--- src/rtl/instr_fetch_unit.sv ---
// Fetch stage: PC generation, credit-limited imem requests, in-order instruction FIFO toward decode.
// Optional IFU_PERF_CNT_EN adds o_perf_fetched / o_perf_stall counters.
//   state    | meaning
//   ST_BOOT  | first cycle after reset release, no request
//   ST_FETCH | issuing requests while a credit is available
//   ST_FULL  | all credits used, waiting for a pop or dropped response
module instr_fetch_unit #(
  parameter int                    DATA_WIDTH = 32,
  parameter logic [DATA_WIDTH-1:0] RESET_PC   = 32'h0000_0000,
  parameter int                    FIFO_DEPTH = 2
) (
  input  logic                  i_clk,
  input  logic                  i_reset,
  input  logic                  i_redirect_valid,
  input  logic [DATA_WIDTH-1:0] i_redirect_pc,
  output logic                  o_imem_req,
  output logic [DATA_WIDTH-1:0] o_imem_addr,
  input  logic                  i_imem_gnt,
  input  logic                  i_imem_rvalid,
  input  logic [DATA_WIDTH-1:0] i_imem_rdata,
  output logic                  o_if_valid,
  output logic [DATA_WIDTH-1:0] o_if_instr,
  output logic [DATA_WIDTH-1:0] o_if_pc,
  input  logic                  i_id_ready
`ifdef IFU_PERF_CNT_EN
  ,
  output logic [31:0]           o_perf_fetched,
  output logic [31:0]           o_perf_stall
`endif
);

  localparam int PTR_W = $clog2(FIFO_DEPTH);
  localparam int CNT_W = PTR_W + 1;
  localparam logic [CNT_W-1:0] DEPTH_C = CNT_W'(FIFO_DEPTH);

  localparam logic [1:0] ST_BOOT  = 2'd0;
  localparam logic [1:0] ST_FETCH = 2'd1;
  localparam logic [1:0] ST_FULL  = 2'd2;

  if (DATA_WIDTH != 32) begin : g_bad_width
    $error("instr_fetch_unit supports DATA_WIDTH=32 only");
  end
  if (FIFO_DEPTH < 2 || (FIFO_DEPTH & (FIFO_DEPTH - 1)) != 0) begin : g_bad_depth
    $error("instr_fetch_unit FIFO_DEPTH must be a power of two >= 2");
  end

  logic [1:0]            state, state_nxt;
  logic [DATA_WIDTH-1:0] pc, pc_nxt;
  logic [CNT_W-1:0]      outstanding, outstanding_nxt;
  logic [CNT_W-1:0]      discard, discard_nxt;
  logic [CNT_W-1:0]      fifo_count, fifo_count_nxt;
  logic [CNT_W-1:0]      credits_used;
  logic [PTR_W-1:0]      wr_ptr, rd_ptr;
  logic [DATA_WIDTH-1:0] fifo_instr [FIFO_DEPTH];
  logic [DATA_WIDTH-1:0] fifo_pc    [FIFO_DEPTH];
  logic [DATA_WIDTH-1:0] rsp_pc;
  logic                  credit_ok, grant, rsp, push, pop;

  assign o_if_valid  = (fifo_count != '0);
  assign o_if_instr  = fifo_instr[rd_ptr];
  assign o_if_pc     = fifo_pc[rd_ptr];
  assign pop         = o_if_valid && i_id_ready;

  // A pop this cycle frees its slot before any new grant's data can return.
  assign credits_used = fifo_count + outstanding - CNT_W'(pop);
  assign credit_ok    = credits_used < DEPTH_C;

  assign o_imem_req  = (state == ST_FETCH) && credit_ok;
  assign o_imem_addr = pc;
  assign grant       = o_imem_req && i_imem_gnt;

  assign rsp  = i_imem_rvalid && (outstanding != '0);
  assign push = rsp && (discard == '0) && !i_redirect_valid;

  // With nothing to discard, the live requests are contiguous and end just below pc.
  assign rsp_pc = pc - (DATA_WIDTH'(outstanding) << 2);

  always_comb begin
    outstanding_nxt = outstanding;
    if (grant && !rsp) begin
      outstanding_nxt = outstanding + CNT_W'(1);
    end else if (!grant && rsp) begin
      outstanding_nxt = outstanding - CNT_W'(1);
    end
  end

  always_comb begin
    discard_nxt = discard;
    if (i_redirect_valid) begin
      discard_nxt = outstanding_nxt;
    end else if (rsp && discard != '0) begin
      discard_nxt = discard - CNT_W'(1);
    end
  end

  always_comb begin
    fifo_count_nxt = fifo_count;
    if (i_redirect_valid) begin
      fifo_count_nxt = '0;
    end else if (push && !pop) begin
      fifo_count_nxt = fifo_count + CNT_W'(1);
    end else if (pop && !push) begin
      fifo_count_nxt = fifo_count - CNT_W'(1);
    end
  end

  always_comb begin
    pc_nxt = pc;
    if (i_redirect_valid) begin
      pc_nxt = i_redirect_pc & ~DATA_WIDTH'(3);
    end else if (grant) begin
      pc_nxt = pc + DATA_WIDTH'(4);
    end
  end

  always_comb begin
    state_nxt = state;
    case (state)
      ST_BOOT:  state_nxt = ST_FETCH;
      ST_FETCH: state_nxt = credit_ok ? ST_FETCH : ST_FULL;
      ST_FULL:  state_nxt = ((fifo_count_nxt + outstanding_nxt) < DEPTH_C) ? ST_FETCH : ST_FULL;
      default:  state_nxt = ST_BOOT;
    endcase
    if (i_redirect_valid) begin
      state_nxt = ST_FETCH;
    end
  end

  always_ff @(posedge i_clk or posedge i_reset) begin
    if (i_reset) begin
      state       <= ST_BOOT;
      pc          <= RESET_PC;
      outstanding <= '0;
      discard     <= '0;
      fifo_count  <= '0;
    end else begin
      state       <= state_nxt;
      pc          <= pc_nxt;
      outstanding <= outstanding_nxt;
      discard     <= discard_nxt;
      fifo_count  <= fifo_count_nxt;
    end
  end

  always_ff @(posedge i_clk or posedge i_reset) begin
    if (i_reset) begin
      wr_ptr <= '0;
      rd_ptr <= '0;
      for (int i = 0; i < FIFO_DEPTH; i++) begin
        fifo_instr[i] <= '0;
        fifo_pc[i]    <= '0;
      end
    end else if (i_redirect_valid) begin
      wr_ptr <= '0;
      rd_ptr <= '0;
    end else begin
      if (push) begin
        fifo_instr[wr_ptr] <= i_imem_rdata;
        fifo_pc[wr_ptr]    <= rsp_pc;
        wr_ptr             <= wr_ptr + PTR_W'(1);
      end
      if (pop) begin
        rd_ptr <= rd_ptr + PTR_W'(1);
      end
    end
  end

  a_fifo_no_overflow: assert property (@(posedge i_clk) disable iff (i_reset)
    !(push && !pop && fifo_count == DEPTH_C));

`ifdef IFU_PERF_CNT_EN
  always_ff @(posedge i_clk or posedge i_reset) begin
    if (i_reset) begin
      o_perf_fetched <= '0;
      o_perf_stall   <= '0;
    end else begin
      if (pop) begin
        o_perf_fetched <= o_perf_fetched + 32'd1;
      end
      if (!o_if_valid && state != ST_BOOT) begin
        o_perf_stall <= o_perf_stall + 32'd1;
      end
    end
  end
`endif

endmodule
--- config.mk ---
export PLATFORM = sky130hd
export DESIGN_NAME = instr_fetch_unit
export DESIGN_NICKNAME = d
export VERILOG_FILES = /design/src/rtl/instr_fetch_unit.sv
export SDC_FILE = /design/constraint.sdc
export NUM_CORES = 1
export LEC_CHECK = 0
export ABC_AREA = 1
export CORE_MARGIN = 2
export CORE_UTILIZATION = 57
export CTS_BUF_LIST = sky130_fd_sc_hd__clkbuf_16
export DETAILED_ROUTE_END_ITERATION = 16
export GPL_TIMING_DRIVEN = 0
export HOLD_SLACK_MARGIN = 0.12
export PLACE_DENSITY_LB_ADDON = 0.2
export SLEW_MARGIN = 20
export SYNTH_ARGS = -nofsm -noshare
export SYNTH_HDL_FRONTEND = slang
export SYNTH_SLANG_ARGS = --single-unit
--- constraint.sdc ---
create_clock -name i_clk -period 14.4 [get_ports i_clk]
set_clock_uncertainty 0.2 [all_clocks]
set_input_delay 2.16 -clock i_clk [delete_from_list [all_inputs] [get_ports i_clk]]
set_output_delay 2.16 -clock i_clk [all_outputs]
set_load 0.005 [all_outputs]
==> summary.txt, run 1 <==
Status
  • Status: finished, final reports clean

Synth
  • Post-Syn Area: 8760 um2
  • Post-synthesis register bit count: 164
  • Area leader, netlist: dfrtp_1
  • Synth area leaders: dfrtp_1 (47%), nand2_1 (13%), o21ai_0 (6.7%)
  • Synth warn: 0
  • Mean Syn Cell Area: 8.12 um2
  • Yosys top cell area share: 0.468
  • EDFF count, synth: 0
  • Synthesized instance count: 1079
  • Sequential cell area fraction in the yosys report: 0.468
  • Post-synth top flop: dfrtp_1
  • Asr flop ratio synth: 1.00
  • Yosys cell types: 39

Critical path
  • Crit Path Class: in -> out
  • Buf/Inv on CP: 4
  • Worst Path Required: 12040 ps
  • Cell repeated most along the worst path: nand2_1
  • Worst Path Arrival: 4300 ps
  • Crit-path max FO: 5
  • CP max-delay cell: clkdlybuf4s50_1
  • Crit path capture type: output pin
  • Crit start category: primary input
  • Critical path, cell by cell: clkdlybuf4s50_1 -> nand2_1 -> inv_1 -> ha_1 -> inv_1 -> nand2_1 -> nand2_1 -> nand3_1 -> nand2_1 -> nand2_1 -> nor2_1 -> clkdlybuf4s50_1
  • Largest stage delay on the critical path: 520 ps
  • Crit-path leading delay family: buffers and inverters

Global route
  • GRT Util Overall: 0.301
  • Total grt overflow: 0
  • Met3 Use GR: 0.0488
  • Initial antenna violation count: 0
  • Largest net degree at the start of global routing: 102
  • Vias in the first global route: 7665
  • GRT met1 Usage: 0.419
  • M2 GR Usage: 0.482
  • Most used routing layer: met2
  • Global-route wire length before repair: 38.5 mm

Die
  • Die area: 16400 um2
  • I/O Pins: 168
  • Core Box Area: 15100 um2
  • Die width: 128 um
  • Starting density of the core: 0.581
  • Die Height: 128 um
  • FP Rows: 45

Cells and area
  • Post-Layout Cell Count: 1462
  • Core Util, Final: 0.746
  • Number of fill cells in the layout: 1172
  • Nets: 1340
  • Area grow syn2layout: 28.5%
  • Share of layout cells above drive strength 1: 0.108
  • # diodes: 0
  • Multi-input gate area: 3960 um2
  • FF/Latch Area: 4100 um2

Pwr
  • Clock Power Share: 0.219
  • Switching power: 788 uW
  • Comb pwr share: 0.432
  • Worst ir drop on vdd: 0.102 mV
  • Sw Share: 0.363
  • P_leak: 0.00522 uW
  • PD cells: 193 nW/um2
  • Reg power frac: 0.348
  • P_int: 1380 uW

STA
  • Final setup vio count: 0
  • Min Clock Period, post-route: 6660 ps
  • Slew HR: 0.549
  • Unrepaired setup endpoints after global routing: false
  • Tcrit/Tclk final: 0.462
  • Final Hold Viols: 0
  • Worst Tran Pin Value: 676 ps
  • Count of pins over their slew limit: 0
  • Setup TNS: 0 ps
  • Fmax: 150 MHz

CTS
  • Skew-Pair Late Insertion Delay: 430 ps
  • CTS tree: done
  • Clk sink count: 164
  • Number of buffers created by CTS: 17
  • Post-CTS Setup Bufs: 0
  • CTS H-tree depth: 4
  • Clock transition at path regs: 60 ps
  • Hold_buf cts: 0
  • Clk root buf: clkbuf_16
  • Cts repair resizes: 0
  • Clk buf depth: 2

Place
  • DP HPWL: 17.0 mm
  • Placer Congestion: 0.893
  • IO Port Bufs: 160
  • Post-placement cell count: 1431

Route
  • Vias: 7949
  • DRC Markers: 0
  • Final WL: 23.6 mm
  • Wirelength per Cell: 16.1 um
  • Vias per cell: 5.44
  • Post-route ant nets: 0
  • DRT iter0 DRCs: 639
  • Drt pass-1 iters: 5

Worst hold path
  • Hold Crit Class: reg -> reg

Job
  • Maxcap violations: 0
-- registers in the layout, summed over array words and instances (netlist names) --
register,flops
rd_ptr,1
o_imem_addr,30
wr_ptr,1
discard,2
fifo_count,2
state,2
fifo_pc,60
outstanding,2
fifo_instr,64
-- per-layer routing --
| layer | up-vias | share of wire |
|---|---|---|
| li1 | 3825 | - |
| met1 | 3738 | 0.44 |
| met2 | 345 | 0.46 |
| met3 | 41 | 0.073 |
| met4 | 0 | 0.022 |
| met5 | - | 0 |
-- layout make-up --
class / instances / area share
tap: 188 / 0.0209
sequential: 164 / 0.365
clock inverter: 14 / 0.0165
inverter: 119 / 0.0404
buffer: 58 / 0.0235
timing repair buffer: 161 / 0.145
multi-input combinational: 741 / 0.352
clock buffer: 17 / 0.0378
-- cell families (layout without fill, tap and decap cells) --
family | count (synthesis) | count (layout) | share of synthesized area
and+or+nand+nor | 483 | 483 | 0.246
buffers and inverters | 177 | 369 | 0.0811
AOI/OAI and AO/OA | 169 | 169 | 0.105
DFF | 164 | 164 | 0.468
xor gates and xnor gates | 43 | 43 | 0.0430
muxes | 34 | 34 | 0.0441
adders and majority gates | 8 | 8 | 0.0123
other | 1 | 4 | 0.000428
-- worst reg2reg max path: cells and delay by family, from the launching register on --
kind,cells,cell delay (ps)
AND/OR/NAND/NOR,9,1310
buffers and inverters,5,600
adder cells (fa/ha/maj),2,420
flip-flops,1,390
AO/OA/AOI/OAI,1,180
-- through the flow --
| step | total power [uW] | hold WS [ps] | instance area [um2] | worst slack [ps] |
|---|---|---|---|---|
| floorplan | 1240 | 242 | 8770 | 7610 |
| global placement | 1660 | 257 | 10600 | 5410 |
| detailed placement | 1690 | 259 | 10600 | 7770 |
| CTS | 2170 | 274 | 11300 | 7770 |
| global route | 2320 | 305 | 11300 | 7620 |
| finish | 2170 | 276 | 11300 | 7740 |
-- power by group through the flow --
stage | Sequential [uW] | Clock (uW) | Combinational [uW]
6_report | 755 | 476 | 938
5_1_grt | 776 | 499 | 1040
4_1_cts | 752 | 478 | 938
3_5_place_dp | 758 | 0 | 930
3_3_place_gp | 752 | 0 | 909
2_1_floorplan | 732 | 0 | 505
-- cell usage in the layout, fill, tap and decap left out, types with 7 or more instances in the layout --
cell and n:
a21oi_1 22, nand3_2 7, nor2_2 7, ha_1 7, nand2_1 307, nand3_1 29
o211ai_1 11, buf_2 16, nor2_1 77, inv_2 11, a31oi_1 9, nand4_1 14
clkbuf_16 17, nor4_1 7, mux2_2 33, nor3_1 11, xor2_1 43, clkbuf_1 36
dfrtp_1 164, o221ai_1 8, clkdlybuf4s50_1 160, o21ai_0 117, inv_1 106
-- cell usage after synthesis (2+ instances only) --
master      n
nor3_1     11
o221ai_1    8
ha_1        7
inv_1     107
clkbuf_1   36
nand2_1   307
nand2_2     5
a31oi_1     9
nand3_1    29
nor2_2      7
inv_2      11
dfrtp_1   164
nor2_1     77
xor2_1     43
nor3_2      3
nor4_1      7
buf_4       5
nand4_1    14
buf_2      16
nand3_2     7
nor3_4      2
o21ai_0   117
a21oi_1    22
o211ai_1   11
nor2_4      5
nor4_2      4
mux2_2     33
-- final timing paths --
| kind | startpoint | to | slack [ps] | cells past startpoint |
|---|---|---|---|---|
| setup / recovery | i_id_ready | o_imem_req | 7740 | 12 |
| hold / removal | fifo_instr[63]$_DFFE_PP0P_ | fifo_instr[63]$_DFFE_PP0P_ | 280 | 2 |
| min in group asynchronous | i_reset | fifo_instr[8]$_DFFE_PP0P_ | 1970 | 2 |
| setup reg to reg | fifo_count[0]$_DFF_PP0_ | o_imem_addr[29]$_DFFE_PP0N_ | 11240 | 17 |
| hold reg to reg | fifo_instr[63]$_DFFE_PP0P_ | fifo_instr[63]$_DFFE_PP0P_ | 280 | 2 |
| max in group asynchronous | i_reset | o_imem_addr[15]$_DFFE_PP0N_ | 11170 | 3 |
(Power assumes the default switching activity.)
==> run 2, diff against run 1 <==
- CORE_UTILIZATION: 57 -> 48
- clock period: 14.4 -> 5.75 ns (I/O delays scaled with it)
==> run 2 against run 1 <==
Against the previous run: combinational power grew to 2.5 times the previous value; register-to-register slack worse by 8600 ps; global-route usage down 4.3 points; total power increased to 2.5 times the previous value; utilization fell by 12 points; setup slack lost 6100 ps; clock power grew to 2.6 times the previous value; non-clock buffer count is the same; wire length up 3.9%; final area grew 0.60%; worst hold slack improved by 7.3 ps; via count shrank 0.47%; critical endpoint unchanged; highest routed layer unchanged.
==> summary.txt, run 2 (synthesis results as in run 1) <==
Place
  • Post-placement cell count: 1472 (was 1431)
  • DP HPWL: 17.7 mm (was 17.0 mm)
  • Placed cell areas: 10700 um2 (was 10600 um2)
  • Placer Congestion: 0.913 (was 0.893)
  • IO Port Bufs: 160 (unchanged)

Critical path
  • Worst Path Arrival: 3010 ps (was 4300 ps)
  • Worst Path Required: 4690 ps (was 12040 ps)
  • Flop-to-flop setup slack: 2600 ps (was 11240 ps)
  • Worst r2r path cells: 17 (unchanged)
  • RR Startpoint: fifo_count[0]$_DFF_PP0_ (unchanged)
  • Worst Setup SP: i_id_ready (unchanged)
  • Reg2reg end: o_imem_addr[29]$_DFFE_PP0N_ (unchanged)
  • Crit path capture type: output pin (unchanged)
  • CP endpoint: o_imem_req (unchanged)
  • Crit Path Class: in -> out (unchanged)
  • Crit start category: primary input (unchanged)
  • Crit-path max FO: 5 (unchanged)

Worst hold path
  • Hold Crit Class: reg -> reg (unchanged)

STA
  • Final Hold Viols: 0 (unchanged)
  • Final setup vio count: 0 (unchanged)
  • Fmax: 246 MHz
  • Unrepaired setup endpoints after global routing: false (unchanged)
  • Setup TNS: 0 ps (unchanged)
  • Worst Tran Pin Value: 751 ps (was 676 ps)
  • Count of pins over their slew limit: 0 (unchanged)
  • Tcrit/Tclk final: 0.708
  • Min Clock Period, post-route: 4070 ps
  • Slew HR: 0.500 (was 0.549)

Cells and area
  • Top reg by flops: fifo_instr (unchanged)
  • Max FFs per register: 64 (unchanged)
  • Share of layout cells above drive strength 1: 0.107 (was 0.108)
  • Design area: 11300 um2 (about the same)
  • Post-Layout Cell Count: 1504 (was 1462)
  • Most frequent cells in the layout: nand2_1 (307), dfrtp_1 (164), clkdlybuf4s50_1 (160) (unchanged)
  • Nets: 1340 (unchanged)
  • Commonest non-fill, non-tap cell in the layout: nand2_1 (unchanged)
  • # diodes: 0 (unchanged)
  • Area grow syn2layout: 29.2% (was 28.5%)

Pwr
  • Comb pwr share: 0.431 (was 0.432)
  • P_int: 3470 uW (was 1380 uW)
  • PD cells: 484 nW/um2 (was 193 nW/um2)
  • Sw Share: 0.367 (was 0.363)
  • Clock Power Share: 0.224 (was 0.219)
  • Switching power: 2010 uW (was 788 uW)
  • Worst ir drop on vdd: 0.261 mV (was 0.102 mV)
  • Reg power frac: 0.345 (was 0.348)
  • P_leak: 0.00523 uW (was 0.00522 uW)

Route
  • Wirelength per Cell: 16.3 um (was 16.1 um)
  • Post-route ant nets: 0 (unchanged)
  • Drt pass-1 iters: 5 (unchanged)
  • Vias: 7912 (was 7949)
  • DRT iter0 DRCs: 469 (was 639)
  • DRC Markers: 0 (unchanged)
  • Vias per cell: 5.26 (was 5.44)
  • Final WL: 24.5 mm (was 23.6 mm)

CTS
  • Post-CTS Setup Bufs: 0 (unchanged)
  • Skew-Pair Late Insertion Delay: 430 ps (about the same)
  • Number of buffers created by CTS: 17 (unchanged)
  • Hold_buf cts: 0 (unchanged)
  • Clk buf depth: 2 (unchanged)
  • Clk sink count: 164 (unchanged)
  • Clk root buf: clkbuf_16 (unchanged)
  • CTS H-tree depth: 4 (unchanged)
  • Cts repair resizes: 0 (unchanged)
  • CTS tree: done (unchanged)
  • Clock transition at path regs: 60 ps (about the same)

Die
  • Die Height: 139 um (was 128 um)
  • Starting density of the core: 0.488 (was 0.581)
  • I/O Pins: 168 (unchanged)
  • FP Rows: 49 (was 45)
  • Die width: 139 um (was 128 um)
  • Core Box Area: 18000 um2 (was 15100 um2)
  • Die area: 19300 um2 (was 16400 um2)

Global route
  • GRT Util Overall: 0.258 (was 0.301)
  • Vias in the first global route: 7672 (was 7665)
  • Total grt overflow: 0 (unchanged)
  • Largest net degree at the start of global routing: 85 (was 102)
  • Initial antenna violation count: 0 (unchanged)
  • Global-route wire length before repair: 39.7 mm (was 38.5 mm)

Job
  • Maxcap violations: 0 (unchanged)

Status
  • Status: finished, final reports clean (unchanged)
==> run 2: per-layer routing <==
metal,GRT usage,wire (um),up-vias
met5,0,0,-
met2,0.415,11500,290
met1,0.358,10900,3756
li1,-,-,3825
met3,0.0459,1560,41
met4,0.0829,572,0
==> run 2: metrics by stage <==
step	worst slack [ps]	total power (uW)	util	hold slack (ps)
2_1_floorplan	254	3100	-	242
3_5_place_dp	1690	4250	0.595	267
5_1_grt	1500	5860	0.630	304
3_3_place_gp	-2090	4190	0.593	255
6_report	1680	5480	0.630	283
4_1_cts	1690	5500	0.630	285
==> run 2: worst min path at each step <==
| stage | startpoint | to | slack (ps) | depth (start not counted) |
|---|---|---|---|---|
| 6_report | fifo_pc[49]$_DFFE_PP0P_ | fifo_pc[49]$_DFFE_PP0P_ | 280 | 2 |
| 3_5_place_dp | fifo_pc[52]$_DFFE_PP0P_ | fifo_pc[52]$_DFFE_PP0P_ | 270 | 2 |
| 5_1_grt | fifo_pc[47]$_DFFE_PP0P_ | fifo_pc[47]$_DFFE_PP0P_ | 300 | 2 |
| 2_1_floorplan | fifo_instr[63]$_DFFE_PP0P_ | fifo_instr[63]$_DFFE_PP0P_ | 240 | 2 |
| 4_1_cts | fifo_pc[50]$_DFFE_PP0P_ | fifo_pc[50]$_DFFE_PP0P_ | 290 | 2 |
| 3_3_place_gp | fifo_instr[63]$_DFFE_PP0P_ | fifo_instr[63]$_DFFE_PP0P_ | 260 | 2 |
==> run 2: power by group through the flow <==
| stage | clock (uW) | sequential [uW] | combinational, uW |
|---|---|---|---|
| after floorplan | 0 | 1830 | 1270 |
| after global placement | 0 | 1880 | 2310 |
| after detailed placement | 0 | 1900 | 2350 |
| after CTS | 1240 | 1880 | 2370 |
| after global routing | 1300 | 1940 | 2620 |
| final | 1230 | 1890 | 2360 |
==> run 2: final cells by class <==
type	instances	area, um2
clock buffers	17	425
well taps	229	287
multi-input cells	741	3960
flip-flops and latches	164	4100
inverters	119	454
plain buffers	58	264
fillers	1576	6640
clock inverters	15	201
repair buffers	161	1630
==> run 2: critical path: stages <==
cell             delay [ps]
clkdlybuf4s50_1         450
nand2_1                 130
inv_1                   130
ha_1                    240
inv_1                    70
nand3_1                  90
nand2_1                  80
nand2_1                  40
nand2_1                 140
nand2_1                  90
nor2_1                  150
clkdlybuf4s50_1         530
==> run 3, diff against run 2 <==
- clock period: 5.75 -> 3.64 ns (I/O delays scaled with it)
==> run 3 against run 2 <==
Against the previous run: total power rose by 56%; sequential share of layout area fell by 0.25 points; combinational power rose by 59%; setup slack got worse by 1500 ps; largest cell class unchanged; die area did not move; wire length fell by 1.2%; non-clock buffer count rose by 5; register-to-register slack got worse by 2000 ps; via count barely moved; sequential power rose by 58%; global-route usage fell by 0.11 points; clock-buffer cell count did not move.
==> summary.txt, run 3 (synthesis results as in run 1) <==
Status
  • Status: finished, final reports clean (unchanged)

Global route
  • Vias in the first global route: 7788 (was 7672)
  • Global-route wire length before repair: 39.9 mm (was 39.7 mm)
  • Total grt overflow: 0 (unchanged)
  • Largest net degree at the start of global routing: 30 (was 85)
  • Initial antenna violation count: 0 (unchanged)
  • GRT Util Overall: 0.257 (was 0.258)

Pwr
  • PD cells: 750 nW/um2 (was 484 nW/um2)
  • Worst ir drop on vdd: 0.426 mV (was 0.261 mV)
  • P_leak: 0.00526 uW (was 0.00523 uW)

CTS
  • Clk root buf: clkbuf_16 (unchanged)
  • Skew-Pair Late Insertion Delay: 440 ps (was 430 ps)
  • Number of buffers created by CTS: 17 (unchanged)
  • Post-CTS Setup Bufs: 0 (unchanged)
  • Clock transition at path regs: 60 ps (about the same)
  • CTS tree: done (unchanged)
  • Cts repair resizes: 0 (unchanged)
  • Clk buf depth: 2 (unchanged)
  • Clk sink count: 164 (unchanged)
  • Hold_buf cts: 0 (unchanged)
  • CTS H-tree depth: 4 (unchanged)

Cells and area
  • Area grow syn2layout: 30.1% (was 29.2%)
  • Design area: 11400 um2 (was 11300 um2)
  • Most frequent cells in the layout: nand2_1 (305), dfrtp_1 (164), clkdlybuf4s50_1 (160) (was nand2_1 (307), dfrtp_1 (164), clkdlybuf4s50_1 (160))
  • Commonest non-fill, non-tap cell in the layout: nand2_1 (unchanged)
  • Nets: 1345 (was 1340)
  • FF/Latch Area: 4100 um2 (unchanged)
  • # diodes: 0 (unchanged)
  • Number of fill cells in the layout: 1603 (was 1576)
  • Multi-input gate area: 3970 um2 (was 3960 um2)
  • Max FFs per register: 64 (unchanged)
  • Top reg by flops: fifo_instr (unchanged)
  • Share of layout cells above drive strength 1: 0.115 (was 0.107)

Route
  • DRC Markers: 0 (unchanged)
  • Vias per cell: 5.25 (was 5.26)
  • Wirelength per Cell: 16.0 um (was 16.3 um)
  • DRT iter0 DRCs: 510 (was 469)
  • Vias: 7915 (was 7912)
  • Drt pass-1 iters: 5 (unchanged)
  • Post-route ant nets: 0 (unchanged)
  • Final WL: 24.2 mm (was 24.5 mm)

Job
  • Maxcap violations: 0 (unchanged)

Place
  • IO Port Bufs: 160 (unchanged)
  • Placed cell areas: 10800 um2 (was 10700 um2)
  • Placer Congestion: 0.888 (was 0.913)
  • DP HPWL: 18.1 mm (was 17.7 mm)

Die
  • Die Height: 139 um (unchanged)
  • Die width: 139 um (unchanged)
  • FP Rows: 49 (unchanged)
  • Starting density of the core: 0.488 (unchanged)
  • Core Box Area: 18000 um2 (unchanged)
  • Die area: 19300 um2 (unchanged)
  • I/O Pins: 168 (unchanged)

Critical path
  • Crit path capture type: output pin (unchanged)
  • Buf/Inv on CP: 5 (was 4)
  • Critical path, cell by cell: clkbuf_1 -> inv_1 -> clkbuf_1 -> clkbuf_1 -> nand2_1 -> o21ai_0 -> clkdlybuf4s50_1 (was clkdlybuf4s50_1 -> nand2_1 -> inv_1 -> ha_1 -> inv_1 -> nand3_1 -> nand2_1 -> nand2_1 -> nand2_1 -> nand2_1 -> nor2_1 -> clkdlybuf4s50_1)
  • Crit-path leading delay family: buffers and inverters (unchanged)
  • Crit start category: register (was primary input)
  • Crit-path max FO: 10 (was 5)
  • CP max-delay cell: clkdlybuf4s50_1 (unchanged)
  • Largest stage delay on the critical path: 580 ps (was 530 ps)
  • Worst Path Required: 2890 ps (was 4690 ps)
  • Worst Path Arrival: 2670 ps (was 3010 ps)
  • Crit Path Class: reg -> out (was in -> out)
  • Cell repeated most along the worst path: clkbuf_1 (was nand2_1)

STA
  • Slew HR: 0.515 (was 0.500)
  • Worst Tran Pin Value: 728 ps (was 751 ps)
  • Tcrit/Tclk final: 0.938
  • Final setup vio count: 0 (unchanged)
  • Fmax: 293 MHz
  • Count of pins over their slew limit: 0 (unchanged)
  • Hold Slack: 281 ps (was 283 ps)
  • Final Hold Viols: 0 (unchanged)
  • Min Clock Period, post-route: 3410 ps

Worst hold path
  • Hold Crit Class: reg -> reg (unchanged)
[run 3: cell types whose count changed in the layout (fill, tap and decap cells not counted), sizes merged]
cell      previous run  this run
inv                122       121
clkinvlp             1         2
bufinv               4         2
buf                 23        28
clkinv               7         9
[run 3: path summary, 6_finish.rpt]
| path | start | endpoint | slack [ps] | depth (start not counted) |
|---|---|---|---|---|
| max reg2reg | fifo_count[1]$_DFF_PP0_ | o_imem_addr[29]$_DFFE_PP0N_ | 600 | 17 |
| min in group asynchronous | i_reset | fifo_instr[41]$_DFFE_PP0P_ | 320 | 2 |
| min | fifo_pc[49]$_DFFE_PP0P_ | fifo_pc[49]$_DFFE_PP0P_ | 280 | 2 |
| max in group asynchronous | i_reset | o_imem_addr[25]$_DFFE_PP0N_ | 2200 | 4 |
| min reg2reg | fifo_pc[49]$_DFFE_PP0P_ | fifo_pc[49]$_DFFE_PP0P_ | 280 | 2 |
| max | rd_ptr$_DFFE_PP0P_ | o_if_pc[20] | 230 | 7 |
[run 3: area by class of cell]
cell class                 instances  area share
clock buffer                      17      0.0373
multi-input combinational        741       0.348
clock inverter                    15      0.0154
timing repair buffer             166       0.152
buffer                            58      0.0233
sequential                       164       0.360
tap                              229      0.0251
inverter                         119      0.0395
[run 3: through the flow]
step	power [uW]	cells	util	setup slack, ps	setup TNS, ps
6_report	8550	1509	0.635	226	0
5_1_grt	9170	1509	0.635	-2.49	-2.49
4_1_cts	8570	1509	0.634	109	0
3_5_place_dp	6720	1477	0.601	253	0
3_3_place_gp	6620	1471	0.594	-627	-101040
2_1_floorplan	4900	1082	-	809	0
[run 3: layer usage]
metal,wire length (um),share of wire,global-route usage
met1,10800,0.45,0.356
met4,789,0.033,0.101
met5,0,0,0
met3,1520,0.063,0.0494
met2,11100,0.46,0.402
[run 3: worst min-delay path: stages (launching register included)]
cell and delay, ps:
dfrtp_1 340, nand2_1 50, nand2_1 50
[run 3: power breakdown]
group | leakage, uW | switching (uW) | internal [uW] | total [uW]
combinational | 0.00292 | 1960 | 1790 | 3750
sequential | 0.00205 | 427 | 2550 | 2980
clock | 0.000289 | 795 | 1030 | 1820
